File: src/rtl/uart_frame_pkg.sv
// Shared types and constants for the framing UART transmitter.
// UART_FRAME_TX_PARITY_EN adds an even-parity bit to every byte.
package uart_frame_pkg;

  typedef enum logic [1:0] {
    StIdle,
    StHead,
    StData,
    StCsum
  } frame_state_e;

  typedef struct packed {
    logic       last;
    logic [7:0] data;
  } fifo_entry_t;

  localparam logic [7:0] HeaderDefault = 8'hAA;

  // Bit period minus one at 50 MHz
  localparam int unsigned BaudEnd9600   = 5207;
  localparam int unsigned BaudEnd115200 = 433;

  localparam int unsigned BitIdxW = 4;

`ifdef UART_FRAME_TX_PARITY_EN
  localparam int unsigned FrameBits = 11;

  function automatic logic even_parity(input logic [7:0] d);
    return ^d;
  endfunction
`else
  localparam int unsigned FrameBits = 10;
`endif

endpackage

File: src/rtl/uart_frame_tx_byte.sv
// Single-byte serialiser: start, d[0]..d[7], optional parity, stop.
// UART_FRAME_TX_PARITY_EN inserts even parity before the stop bit.
module uart_byte_tx
  import uart_frame_pkg::*;
#(
  parameter int unsigned CntBaudEnd = BaudEnd9600
) (
  input  logic       clk_i,
  input  logic       rst_i,
  input  logic       start_i,
  input  logic [7:0] data_i,
  output logic       ready_o,
  output logic       done_o,
  output logic       tx_o
);

  localparam int unsigned CntW   = (CntBaudEnd > 0) ? $clog2(CntBaudEnd + 1) : 1;
  localparam int unsigned ShiftW = FrameBits - 1;
  localparam logic [CntW-1:0]    CntEnd  = CntW'(CntBaudEnd);
  localparam logic [BitIdxW-1:0] LastBit = BitIdxW'(FrameBits - 1);

  logic                active_q, active_d;
  logic [CntW-1:0]     cnt_q, cnt_d;
  logic [BitIdxW-1:0]  bit_idx_q, bit_idx_d;
  logic [ShiftW-1:0]   shift_q, shift_d;
  logic                tx_q, tx_d;
  logic [ShiftW-1:0]   load_bits;
  logic                bit_end;

`ifdef UART_FRAME_TX_PARITY_EN
  assign load_bits = {1'b1, even_parity(data_i), data_i};
`else
  assign load_bits = {1'b1, data_i};
`endif

  assign bit_end = active_q && (cnt_q == CntEnd);
  assign done_o  = bit_end && (bit_idx_q == LastBit);
  // Accepting in the final stop-bit cycle lets the next start bit follow with no gap
  assign ready_o = !active_q || done_o;
  assign tx_o    = tx_q;

  always_comb begin
    active_d  = active_q;
    cnt_d     = cnt_q;
    bit_idx_d = bit_idx_q;
    shift_d   = shift_q;
    tx_d      = tx_q;
    if (start_i && ready_o) begin
      active_d  = 1'b1;
      cnt_d     = '0;
      bit_idx_d = '0;
      shift_d   = load_bits;
      tx_d      = 1'b0;
    end else if (done_o) begin
      active_d  = 1'b0;
      cnt_d     = '0;
      bit_idx_d = '0;
      tx_d      = 1'b1;
    end else if (bit_end) begin
      cnt_d     = '0;
      bit_idx_d = bit_idx_q + BitIdxW'(1);
      tx_d      = shift_q[0];
      shift_d   = {1'b1, shift_q[ShiftW-1:1]};
    end else if (active_q) begin
      cnt_d = cnt_q + CntW'(1);
    end
  end

  always_ff @(posedge clk_i) begin
    if (rst_i) begin
      active_q  <= 1'b0;
      cnt_q     <= '0;
      bit_idx_q <= '0;
      shift_q   <= '1;
      tx_q      <= 1'b1;
    end else begin
      active_q  <= active_d;
      cnt_q     <= cnt_d;
      bit_idx_q <= bit_idx_d;
      shift_q   <= shift_d;
      tx_q      <= tx_d;
    end
  end

endmodule

File: src/rtl/uart_frame_tx.sv
// Framing UART transmitter: payload FIFO plus framing FSM emitting header, payload, checksum.
// UART_FRAME_TX_PARITY_EN selects 8E1 bytes instead of 8N1.
module uart_frame_tx
  import uart_frame_pkg::*;
#(
  parameter int unsigned CNT_BAUD_END = BaudEnd9600,
  parameter int unsigned FIFO_DEPTH   = 16,
  parameter logic [7:0]  HEADER       = HeaderDefault
) (
  input  logic       sclk,
  input  logic       rst,
  input  logic [7:0] din,
  input  logic       din_vld,
  input  logic       din_last,
  output logic       din_rdy,
  output logic       tx,
  output logic       busy,
  output logic       frame_done
);

  localparam int unsigned PtrW = $clog2(FIFO_DEPTH);
  localparam logic [PtrW:0] Full = (PtrW + 1)'(FIFO_DEPTH);

  // Payload FIFO
  fifo_entry_t     mem_q [FIFO_DEPTH];
  logic [PtrW-1:0] wr_ptr_q, wr_ptr_d;
  logic [PtrW-1:0] rd_ptr_q, rd_ptr_d;
  logic [PtrW:0]   count_q, count_d;
  logic            rdy_q, rdy_d;
  logic            push, pop, empty;
  fifo_entry_t     head;

  assign push    = din_vld && rdy_q;
  assign empty   = (count_q == '0);
  assign head    = mem_q[rd_ptr_q];
  assign din_rdy = rdy_q;

  always_comb begin
    wr_ptr_d = wr_ptr_q;
    rd_ptr_d = rd_ptr_q;
    count_d  = count_q;
    if (push) wr_ptr_d = wr_ptr_q + PtrW'(1);
    if (pop)  rd_ptr_d = rd_ptr_q + PtrW'(1);
    if (push && !pop) begin
      count_d = count_q + (PtrW + 1)'(1);
    end else if (!push && pop) begin
      count_d = count_q - (PtrW + 1)'(1);
    end
    rdy_d = (count_d != Full);
  end

  always_ff @(posedge sclk) begin
    if (push) mem_q[wr_ptr_q] <= '{last: din_last, data: din};
  end

  always_ff @(posedge sclk) begin
    if (rst) begin
      wr_ptr_q <= '0;
      rd_ptr_q <= '0;
      count_q  <= '0;
      rdy_q    <= 1'b1;
    end else begin
      wr_ptr_q <= wr_ptr_d;
      rd_ptr_q <= rd_ptr_d;
      count_q  <= count_d;
      rdy_q    <= rdy_d;
    end
  end

  // Framing FSM
  frame_state_e state_q, state_d;
  logic [7:0]   csum_q, csum_d;
  logic         last_seen_q, last_seen_d;
  logic         frame_done_q, frame_done_d;
  logic         byte_start, byte_ready, byte_done;
  logic [7:0]   byte_data;

  always_comb begin
    state_d      = state_q;
    csum_d       = csum_q;
    last_seen_d  = last_seen_q;
    frame_done_d = 1'b0;
    pop          = 1'b0;
    byte_start   = 1'b0;
    byte_data    = HEADER;
    unique case (state_q)
      StIdle: begin
        csum_d      = '0;
        last_seen_d = 1'b0;
        if (!empty) begin
          byte_start = 1'b1;
          state_d    = StHead;
        end
      end
      StHead, StData: begin
        // Byte boundary; with nothing queued and no last seen, the line idles high
        if (byte_ready) begin
          if (last_seen_q) begin
            byte_start = 1'b1;
            byte_data  = csum_q;
            state_d    = StCsum;
          end else if (!empty) begin
            pop         = 1'b1;
            byte_start  = 1'b1;
            byte_data   = head.data;
            csum_d      = csum_q + head.data;
            last_seen_d = head.last;
            state_d     = StData;
          end else begin
            state_d = StData;
          end
        end
      end
      StCsum: begin
        if (byte_done) begin
          frame_done_d = 1'b1;
          state_d      = StIdle;
        end
      end
      default: state_d = StIdle;
    endcase
  end

  always_ff @(posedge sclk) begin
    if (rst) begin
      state_q      <= StIdle;
      csum_q       <= '0;
      last_seen_q  <= 1'b0;
      frame_done_q <= 1'b0;
    end else begin
      state_q      <= state_d;
      csum_q       <= csum_d;
      last_seen_q  <= last_seen_d;
      frame_done_q <= frame_done_d;
    end
  end

  assign frame_done = frame_done_q;
  assign busy       = (state_q != StIdle) || frame_done_q;

  uart_byte_tx #(
    .CntBaudEnd(CNT_BAUD_END)
  ) u_byte_tx (
    .clk_i  (sclk),
    .rst_i  (rst),
    .start_i(byte_start),
    .data_i (byte_data),
    .ready_o(byte_ready),
    .done_o (byte_done),
    .tx_o   (tx)
  );

endmodule

File: config.mk
export PLATFORM = sky130hd
export DESIGN_NAME = uart_frame_tx
export DESIGN_NICKNAME = d
export VERILOG_FILES = /design/src/rtl/uart_frame_pkg.sv /design/src/rtl/uart_frame_tx_byte.sv /design/src/rtl/uart_frame_tx.sv
export SDC_FILE = /design/constraint.sdc
export NUM_CORES = 1
export LEC_CHECK = 0
export BUFFER_PORTS_ARGS = -buffer_cell sky130_fd_sc_hd__buf_2
export CORE_MARGIN = 3
export CORE_UTILIZATION = 35
export CTS_CLUSTER_DIAMETER = 40
export DETAILED_ROUTE_END_ITERATION = 12
export MAX_ROUTING_LAYER = met4
export PLACE_DENSITY = 0.49
export SKIP_LAST_GASP = 1
export SYNTH_ARGS = -nofsm -noshare
export SYNTH_HDL_FRONTEND = slang
export SYNTH_SLANG_ARGS = --single-unit
File: constraint.sdc
create_clock -name sclk -period 6 [get_ports sclk]
set_clock_uncertainty 0.2 [all_clocks]
set_input_delay 1.2 -clock sclk [delete_from_list [all_inputs] [get_ports sclk]]
set_output_delay 1.2 -clock sclk [all_outputs]
set_load 0.02 [all_outputs]
Word level (Yosys, flattened, before mapping)
Memories as Yosys holds them, arrays and structs flattened. A register that Yosys moved wholly into a read port is not among the register bits.
Cells that the tools add are included.
W data, S select, Z words.
- memories: 1
- output and inout bits: 4
- flip-flop bits (word level): 53
- bits of input ports: 12
- memory bits (writable): 144
- logic and storage cells: 99
- memory list (name ; depth ; width ; read ports ; clocked after Yosys merged registers in ; wr ports ; line ; source):
    mem_q ; 16 ; 9 ; 1 ; 1 ; 1 ; uart_frame_tx.sv:25 ; fifo_entry_t mem_q [FIFO_DEPTH];
- reductions and logical operators: 26
- equal/unequal tests: 12
- $add $sub $neg: 7
- bitwise logic cells: 1
- muxes and demuxes: 39
- operators with widths (cell ; number):
    $mux W8 ; 10
    $mux W1 ; 18
    $pmux W8 S2 ; 1
    $add A13 B1 Y13 const B ; 1
    $eq A13 B13 Y1 const B ; 1
    $add A4 B1 Y4 const B ; 3
    $mux W5 ; 2
    $add A8 B8 Y8 ; 1
    $mux W4 ; 2
    $ne A2 B2 Y1 const B ; 4
    $reduce_bool A2 Y1 ; 4
    $logic_and A1 B1 Y1 ; 6
    $mux W2 ; 3
    $pmux W2 S3 ; 1
    $add A5 B1 Y5 const B ; 1
    $logic_not A5 Y1 ; 1
    $ne A5 B5 Y1 const B ; 1
    $sub A5 B1 Y5 const B ; 1
    $eq A2 B2 Y1 const B ; 2
    $eq A4 B4 Y1 const B ; 1
    $ne A2 B1 Y1 const B ; 2
    $pmux W1 S2 ; 2
    $reduce_and A2 Y1 ; 2
    $reduce_and A4 Y1 ; 1
    10 further kinds ; 14

Depth between registers and ports, before layout
Gate-level depths: netlist of run 1.
- depth after elaboration: 10
- depth in mapped cells: 15

By module
Synthesis of run 1 repeated with hierarchy kept, for this count alone.
- cell total of the unflattened synthesis: 584
- area total of the unflattened synthesis: 8577.0 um2
- by module, submodules not included (module ; cells each ; seq. area each (um2) ; instances ; area an instance (um2)):
    uart_frame_tx ; 431 ; 4924.7 ; 1 ; 7265.7
    uart_byte_tx ; 153 ; 540.5 ; 1 ; 1311.3

Worst setup path after synthesis of run 1
OpenSTA, ideal clock, no wires.
- path type: flip-flop to flip-flop
- start point: register (tool-made name)
- end point: register csum_q[6]
- required time: 5.668 ns
- period minus slack after synthesis: 3.290 ns
- stages on the path, launching flop included: 14
- arrival: 2.958 ns
- buffers on the path: 2
- slack: 2.710 ns
- cells stage by stage: dfxtp_1 > buf_4 > buf_4 > mux4_2 > a32oi_1 > o21ai_0 > ha_1 > fa_1 > a21o_1 > a21oi_1 > nor2b_1 > mux2_2 > o21ai_0 > a21oi_1
- RTL lines (what ; line ; source):
    end signal, assigned ; uart_frame_tx.sv:132 ; csum_q <= csum_d;
    end, declared ; uart_frame_tx.sv:72 ; logic [7:0] csum_q, csum_d;

==> flow_results.xml, run 1 <==
<?xml version="1.0" encoding="UTF-8"?>
<metrics>
  <group name="global_routing">
    <metric name="grt_start_max_net_pins" unit="">40</metric>
    <metric name="track_usage" unit="">0.161</metric>
    <metric name="grt_overflow_total" unit="">0</metric>
    <metric name="grt_pass1_wl" unit="um">32100</metric>
    <metric name="grt_antenna_before_repair" unit="">1</metric>
    <metric name="vias_in_the_first_global_route" unit="">5511</metric>
  </group>
  <group name="logic_synthesis">
    <metric name="synth_top_cells_by_area" unit="">sky130_fd_sc_hd__edfxtp_1, sky130_fd_sc_hd__dfxtp_1, sky130_fd_sc_hd__mux4_2</metric>
    <metric name="ys_ff_latch" unit="">201</metric>
    <metric name="synth_top_area_share" unit="">0.496</metric>
    <metric name="synthArstFlopShare" unit="">0</metric>
    <metric name="postSynthAreaPerCell" unit="um2">13.7</metric>
    <metric name="post_synthesis_share_of_cell_area_spent_on_full_adders_half_adders_and_majority_gates" unit="">0.0325</metric>
    <metric name="postSynthCellCount" unit="">634</metric>
    <metric name="nets_in_the_synthesized_netlist" unit="">668</metric>
    <metric name="synth_area" unit="um2">8710</metric>
    <metric name="synth_cell_type_count" unit="">67</metric>
    <metric name="ys.warnings.count" unit="">0</metric>
    <metric name="synth_area_in_compound_gates" unit="">0.0820</metric>
    <metric name="largest_family_of_logic_cells_by_synthesized_area" unit="">simple AND/OR/NAND/NOR gates</metric>
    <metric name="synth-xor-area-share" unit="">0.0251</metric>
    <metric name="yosys.area_share.simple" unit="">0.106</metric>
    <metric name="post-synth-top-area-cell" unit="">sky130_fd_sc_hd__edfxtp_1</metric>
    <metric name="ys_dominant_reg_cell" unit="">sky130_fd_sc_hd__edfxtp_1</metric>
    <metric name="post_synth_mux_area_share" unit="">0.101</metric>
    <metric name="synth_enable_flop_cells" unit="">144</metric>
    <metric name="seq_area_frac_synth" unit="">0.627</metric>
  </group>
  <group name="sta">
    <metric name="final_period_minus_worst_setup_slack" unit="ps">4020</metric>
    <metric name="max_freq" unit="MHz">249</metric>
    <metric name="finalSetupViolCount" unit="">0</metric>
    <metric name="unrepaired_setup_endpoints_after_global_routing" unit="">no</metric>
    <metric name="whs" unit="ps">288</metric>
    <metric name="worst_max_slew_pin_slew" unit="ps">1280</metric>
    <metric name="fin_tns_setup" unit="ps">0</metric>
    <metric name="timing.final.crit_share" unit="">0.669</metric>
    <metric name="slew_viol_final" unit="">0</metric>
    <metric name="finalHoldViolCount" unit="">0</metric>
    <metric name="maxSlewHeadroom" unit="">0.144</metric>
  </group>
  <group name="power">
    <metric name="power_frac_comb" unit="">0.254</metric>
    <metric name="power.density" unit="nW/um2">454</metric>
    <metric name="net_switching" unit="mW">1.47</metric>
    <metric name="power_frac_clock" unit="">0.375</metric>
    <metric name="part_of_the_power_in_registers" unit="">0.371</metric>
    <metric name="sw_frac_of_total" unit="">0.319</metric>
    <metric name="p_leak" unit="nW">3.40</metric>
    <metric name="ir_drop" unit="V">0.000238</metric>
    <metric name="internal-power" unit="mW">3.14</metric>
  </group>
  <group name="placed_design">
    <metric name="place.detailed.hpwl" unit="um">12900</metric>
    <metric name="buffer_ports.inserted" unit="">15</metric>
    <metric name="gp_congestion" unit="">0.837</metric>
  </group>
  <group name="clock_tree">
    <metric name="worstSkewPairLatency" unit="ps">550</metric>
    <metric name="h-tree-depth" unit="">1</metric>
    <metric name="postCtsSetupBuffers" unit="">0</metric>
    <metric name="cts-buffers-inserted" unit="">31</metric>
    <metric name="worst_setup_hold_path_clk_slew" unit="ps">50</metric>
    <metric name="cts_num_sinks" unit="">201</metric>
    <metric name="cts_tree" unit="">built</metric>
    <metric name="postCtsResizedCells" unit="">0</metric>
    <metric name="ctsLongestPathBuffers" unit="">3</metric>
    <metric name="cts_root_buf" unit="">sky130_fd_sc_hd__clkbuf_16</metric>
    <metric name="cts.hold.buffers_added" unit="">0</metric>
  </group>
  <group name="drt">
    <metric name="routed_wl" unit="um">20600</metric>
    <metric name="dr.first_iter.drc_count" unit="">295</metric>
    <metric name="drt_first_pass_iters" unit="">4</metric>
    <metric name="drt-vias-per-instance" unit="">5.32</metric>
    <metric name="detail_route.drc_violations" unit="">0</metric>
    <metric name="detailroute.via_count" unit="">5390</metric>
    <metric name="antenna_left" unit="">0</metric>
    <metric name="avgRoutedWirePerCell" unit="um">20.4</metric>
  </group>
  <group name="floorplan">
    <metric name="io_pins" unit="">16</metric>
    <metric name="start_util" unit="">0.357</metric>
    <metric name="die-height" unit="um">164</metric>
    <metric name="core_region_area" unit="um2">24400</metric>
    <metric name="die-width" unit="um">164</metric>
    <metric name="floorplan.rows" unit="">57</metric>
    <metric name="die_area" unit="um2">26800</metric>
  </group>
  <group name="hold_path">
    <metric name="min_path_type" unit="">register to register</metric>
  </group>
  <group name="worst_setup_path">
    <metric name="arrival_time_at_the_worst_endpoint" unit="ps">4190</metric>
    <metric name="worst_setup_path_start_kind" unit="">register</metric>
    <metric name="crit_path_top_delay_cell" unit="">sky130_fd_sc_hd__dfxtp_1</metric>
    <metric name="worstSetupEndpointType" unit="">register</metric>
    <metric name="worst-path-max-fanout" unit="">17</metric>
    <metric name="crit_required" unit="ps">6180</metric>
    <metric name="worstSetupPathType" unit="">register to register</metric>
    <metric name="timing.critical_path.cells" unit="">clkinv_1 -&gt; a221oi_1 -&gt; a21oi_1 -&gt; o21ai_0 -&gt; ha_1 -&gt; fa_1 -&gt; a21o_1 -&gt; a21oi_1 -&gt; nor2b_1 -&gt; mux2_2 -&gt; o21ai_0 -&gt; a21oi_1</metric>
    <metric name="critPathMaxStageDelay" unit="ps">850</metric>
    <metric name="critical-path-top-cell-by-count" unit="">sky130_fd_sc_hd__a21oi_1</metric>
  </group>
  <group name="finish">
    <metric name="drive_above_1_share" unit="">0.179</metric>
    <metric name="number_of_nets_in_the_layout" unit="">701</metric>
    <metric name="final_util" unit="">0.416</metric>
    <metric name="syn2layout_area_growth" unit="%">16.5</metric>
  </group>
  <group name="run_status">
    <metric name="outcome" unit="">finished, final reports clean</metric>
  </group>
  <group name="job">
    <metric name="count_of_max_cap_constraint_violations" unit="">0</metric>
  </group>
</metrics>
path summary, 6_finish.rpt:
kind / end / start / slack [ps] / depth (start not counted)
max: csum_q[6]$_SDFFE_PP0P_ / register / 1980 / 12
min: csum_q[5]$_SDFFE_PP0P_ / csum_q[5]$_SDFFE_PP0P_ / 290 / 2
max reg2reg: csum_q[6]$_SDFFE_PP0P_ / register / 1980 / 12
min reg2reg: csum_q[5]$_SDFFE_PP0P_ / csum_q[5]$_SDFFE_PP0P_ / 290 / 2
cells in the final DEF (no fill, tap or decap), types with 7 or more instances in the layout:
cell,count
sky130_fd_sc_hd__o21ai_0,18
sky130_fd_sc_hd__nor3_1,21
sky130_fd_sc_hd__a21oi_1,27
sky130_fd_sc_hd__nand3_1,18
sky130_fd_sc_hd__nor2_1,58
sky130_fd_sc_hd__clkbuf_16,31
sky130_fd_sc_hd__ha_1,21
sky130_fd_sc_hd__edfxtp_1,144
sky130_fd_sc_hd__inv_6,7
sky130_fd_sc_hd__mux2i_1,17
sky130_fd_sc_hd__mux4_2,31
sky130_fd_sc_hd__nor2b_1,8
sky130_fd_sc_hd__dfxtp_1,56
sky130_fd_sc_hd__xnor2_1,9
sky130_fd_sc_hd__inv_1,14
sky130_fd_sc_hd__buf_4,15
sky130_fd_sc_hd__xor2_1,16
sky130_fd_sc_hd__nand2_1,46
sky130_fd_sc_hd__a211oi_1,7
sky130_fd_sc_hd__buf_2,15
sky130_fd_sc_hd__a31oi_1,7
power groups by stage:
stage / clock network [mW] / logic (mW) / registers (mW)
after global routing: 1.84 / 1.28 / 1.73
after global placement: 0 / 1.15 / 1.73
after detailed placement: 0 / 1.16 / 1.74
after CTS: 1.77 / 1.17 / 1.71
after floorplan: 0 / 0.977 / 1.67
final: 1.73 / 1.17 / 1.71
critical path, delay by kind of cell, from the launching register on:
kind / cells / cell delay, ps
AND/OR/NAND/NOR: 1 / 140
AO/OA/AOI/OAI: 7 / 1280
buffers and inverters: 1 / 550
flip-flops: 1 / 850
adder cells (fa/ha/maj): 2 / 480
multiplexers: 1 / 340
kinds of logic (layout without fill, tap and decap cells):
kind of cell	after synthesis	in the layout
mux	49	49
other cells	0	1
buf+inv	45	100
simple gates	189	189
compound gates	103	103
flops	201	201
fa+ha+maj	22	22
xor+xnor	25	25
routing by layer:
metal / global-route usage / wire length [um]
met1: 0.202 / 9070
met2: 0.265 / 10000
met3: 0.0290 / 829
met4: 0.0542 / 691
met5: - / 0
sequential cells by signal, summed over array words and instances, names as in the netlist, named ones only:
name,cells
count_q,5
csum_q,8
din_rdy,1
frame_done,1
last_seen_q,1
mem_q,144
rd_ptr_q,4
state_q,2
u_byte_tx.active_q,1
u_byte_tx.bit_idx_q,4
u_byte_tx.cnt_q,13
u_byte_tx.shift_q,8
u_byte_tx.tx_o,1
wr_ptr_q,4
metrics by stage:
stage          power (mW)  setup WS, ps  area, um2  cells
4_1_cts              4.65          1950      10100   1013
3_3_place_gp         2.88          1970       9140    958
5_1_grt              4.85          1640      10200   1014
6_report             4.61          1980      10200   1014
3_5_place_dp         2.90          1960       9140    958
2_1_floorplan        2.64          2710       8710    634
layout make-up:
class | count | area (um2)
clock inverters | 24 | 234
multi-input cells | 388 | 3020
diodes | 1 | 2.50
well taps | 324 | 405
repair buffers | 30 | 188
flip-flops and latches | 201 | 5470
inverters | 15 | 56.3
fillers | 2269 | 14200
clock buffers | 31 | 776
synthesized netlist by cell type, types with 8 or more instances:
library cell,instances
sky130_fd_sc_hd__dfxtp_1,57
sky130_fd_sc_hd__edfxtp_1,144
sky130_fd_sc_hd__buf_2,8
sky130_fd_sc_hd__inv_1,14
sky130_fd_sc_hd__nand2_1,46
sky130_fd_sc_hd__ha_1,21
sky130_fd_sc_hd__xor2_1,16
sky130_fd_sc_hd__nand3_1,18
sky130_fd_sc_hd__nor2_1,58
sky130_fd_sc_hd__a21oi_1,27
sky130_fd_sc_hd__nor2b_1,8
sky130_fd_sc_hd__clkbuf_1,9
sky130_fd_sc_hd__mux4_2,31
sky130_fd_sc_hd__o21ai_0,18
sky130_fd_sc_hd__mux2i_1,17
sky130_fd_sc_hd__xnor2_1,9
sky130_fd_sc_hd__nor3_1,21
(Power assumes the default switching activity.)
==> run 2: changes to the inputs <==
Clock period 6 ns to 4 ns, I/O delays scaled along.
==> run 2 against run 1 <==
Register-to-register slack got worse by 1600 ps. Via count fell by 1.4%. Routed wire length fell by 2.3%. Sequential share of layout area fell by 0.44 points. Cell count rose by 1.1%. First-iteration DRC count rose by 2.0%. Worst setup slack got worse by 1600 ps. Hold slack improved by 5.9 ps. Sequential power rose by 47%. Clock power rose by 46%. Critical path type unchanged. Largest cell class unchanged.
==> flow_results.xml, run 2 (same netlist as run 1, synthesis figures left out) <==
<?xml version="1.0" encoding="UTF-8"?>
<metrics>
  <group name="placed_design">
    <metric name="post-place-cells" unit="">969</metric>
    <metric name="gp_congestion" unit="">0.860</metric>
    <metric name="place.detailed.hpwl" unit="um">12900</metric>
    <metric name="dp_worst_setup_slack" unit="ps">405</metric>
    <metric name="buffer_ports.inserted" unit="">15</metric>
  </group>
  <group name="finish">
    <metric name="layout_commonest_cell" unit="">sky130_fd_sc_hd__edfxtp_1</metric>
    <metric name="syn2layout_area_growth" unit="%">17.5</metric>
    <metric name="top_regs" unit="">mem_q: 144 flops, u_byte_tx.cnt_q: 13 flops</metric>
    <metric name="regMostFlops" unit="">mem_q</metric>
    <metric name="number_of_nets_in_the_layout" unit="">711</metric>
    <metric name="largest_register_ffs" unit="">144</metric>
    <metric name="diodes" unit="">0</metric>
    <metric name="drive_above_1_share" unit="">0.194</metric>
    <metric name="mostFrequentLayoutCells" unit="">sky130_fd_sc_hd__edfxtp_1, sky130_fd_sc_hd__nor2_1, sky130_fd_sc_hd__dfxtp_1, sky130_fd_sc_hd__nand2_1, sky130_fd_sc_hd__mux4_2</metric>
    <metric name="finalNonFillerCells" unit="">1025</metric>
  </group>
  <group name="floorplan">
    <metric name="die_area" unit="um2">26800</metric>
    <metric name="core_region_area" unit="um2">24400</metric>
    <metric name="die-height" unit="um">164</metric>
    <metric name="die-width" unit="um">164</metric>
    <metric name="floorplan.rows" unit="">57</metric>
    <metric name="start_util" unit="">0.357</metric>
    <metric name="io_pins" unit="">16</metric>
  </group>
  <group name="clock_tree">
    <metric name="h-tree-depth" unit="">1</metric>
    <metric name="ctsLongestPathBuffers" unit="">3</metric>
    <metric name="worstSkewPairLatency" unit="ps">560</metric>
    <metric name="cts.hold.buffers_added" unit="">0</metric>
    <metric name="postCtsSetupBuffers" unit="">0</metric>
    <metric name="worst_setup_hold_path_clk_slew" unit="ps">60</metric>
    <metric name="postCtsResizedCells" unit="">0</metric>
    <metric name="cts_root_buf" unit="">sky130_fd_sc_hd__clkbuf_16</metric>
    <metric name="cts_num_sinks" unit="">201</metric>
    <metric name="cts-buffers-inserted" unit="">30</metric>
    <metric name="cts_tree" unit="">built</metric>
  </group>
  <group name="drt">
    <metric name="drt_first_pass_iters" unit="">5</metric>
    <metric name="dr.first_iter.drc_count" unit="">301</metric>
    <metric name="avgRoutedWirePerCell" unit="um">19.7</metric>
    <metric name="detailroute.via_count" unit="">5316</metric>
    <metric name="routed_wl" unit="um">20200</metric>
    <metric name="drt-vias-per-instance" unit="">5.19</metric>
    <metric name="detail_route.drc_violations" unit="">0</metric>
    <metric name="antenna_left" unit="">0</metric>
  </group>
  <group name="sta">
    <metric name="whs" unit="ps">294</metric>
    <metric name="fin_ws" unit="ps">385</metric>
    <metric name="worst_max_slew_pin_slew" unit="ps">789</metric>
    <metric name="finalHoldViolCount" unit="">0</metric>
    <metric name="fin_tns_setup" unit="ps">0</metric>
    <metric name="final_period_minus_worst_setup_slack" unit="ps">3620</metric>
    <metric name="timing.final.crit_share" unit="">0.904</metric>
    <metric name="max_freq" unit="MHz">277</metric>
    <metric name="slew_viol_final" unit="">0</metric>
    <metric name="maxSlewHeadroom" unit="">0.474</metric>
    <metric name="finalSetupViolCount" unit="">0</metric>
    <metric name="unrepaired_setup_endpoints_after_global_routing" unit="">no</metric>
  </group>
  <group name="power">
    <metric name="ir_drop" unit="V">0.000383</metric>
    <metric name="p_leak" unit="nW">3.45</metric>
    <metric name="total_power" unit="mW">6.87</metric>
    <metric name="power.density" unit="nW/um2">671</metric>
  </group>
  <group name="worst_setup_path">
    <metric name="timing.critical_path.cells" unit="">buf_4 -&gt; nor2b_1 -&gt; a221oi_1 -&gt; a32oi_1 -&gt; o21ai_0 -&gt; ha_1 -&gt; fa_1 -&gt; a21o_1 -&gt; a21oi_1 -&gt; nor2b_1 -&gt; mux2_2 -&gt; o21ai_0 -&gt; a21oi_1</metric>
    <metric name="worstSetupPathType" unit="">register to register</metric>
    <metric name="critPathMaxStageDelay" unit="ps">410</metric>
    <metric name="worst-path-max-fanout" unit="">11</metric>
    <metric name="worstSetupEndpointType" unit="">register</metric>
    <metric name="crit_required" unit="ps">4190</metric>
    <metric name="arrival_time_at_the_worst_endpoint" unit="ps">3800</metric>
    <metric name="worst_setup_path_start_kind" unit="">register</metric>
    <metric name="crit_path_top_delay_cell" unit="">sky130_fd_sc_hd__dfxtp_1</metric>
  </group>
  <group name="global_routing">
    <metric name="grt_overflow_total" unit="">0</metric>
    <metric name="track_usage" unit="">0.157</metric>
    <metric name="grt_start_max_net_pins" unit="">40</metric>
    <metric name="grt_pass1_wl" unit="um">31300</metric>
    <metric name="vias_in_the_first_global_route" unit="">5403</metric>
    <metric name="grt_antenna_before_repair" unit="">0</metric>
  </group>
  <group name="run_status">
    <metric name="outcome" unit="">finished, final reports clean</metric>
  </group>
  <group name="hold_path">
    <metric name="min_path_type" unit="">register to register</metric>
  </group>
  <group name="job">
    <metric name="count_of_max_cap_constraint_violations" unit="">0</metric>
  </group>
</metrics>
[run 2: path summary, 6_finish.rpt]
path / startpoint / cells after the start / slack (ps) / to
worst max-delay path: register / 13 / 380 / csum_q[6]$_SDFFE_PP0P_
worst min-delay path: csum_q[5]$_SDFFE_PP0P_ / 2 / 290 / csum_q[5]$_SDFFE_PP0P_
worst max register to register: register / 13 / 380 / csum_q[6]$_SDFFE_PP0P_
worst min register to register: csum_q[5]$_SDFFE_PP0P_ / 2 / 290 / csum_q[5]$_SDFFE_PP0P_
[run 2: power by group]
part,switching (mW),internal (mW)
registers,0.135,2.38
clock network,0.998,1.53
logic,1.09,0.735
total,2.23,4.64
[run 2: area by class of cell]
type	count	area, um2
sequential	201	5470
timing repair buffer	41	283
clock buffer	31	754
fill	2270	14200
multi-input combinational	388	3020
clock inverter	25	246
tap	324	405
inverter	15	56.3
[run 2: critical path, delay by kind of cell, from the launching register on]
kind            cells  cell delay [ps]
compound gates      7             1220
fa+ha+maj           2              670
mux                 1              270
simple gates        2              430
flops               1              410
buf+inv             1              240
[run 2: through the flow]
step	utilization	instance area [um2]
final	0.420	10200
after CTS	0.420	10200
after detailed placement	0.379	9230
after global placement	0.379	9230
after global routing	0.420	10200
after floorplan	-	8710
[run 2: routing by layer]
metal / global-route usage / wire [um] / vias up
met5: - / 0 / -
met4: 0.0427 / 441 / 0
met3: 0.0260 / 717 / 40
met2: 0.265 / 10100 / 89
met1: 0.197 / 8950 / 2666
li1: - / - / 2521
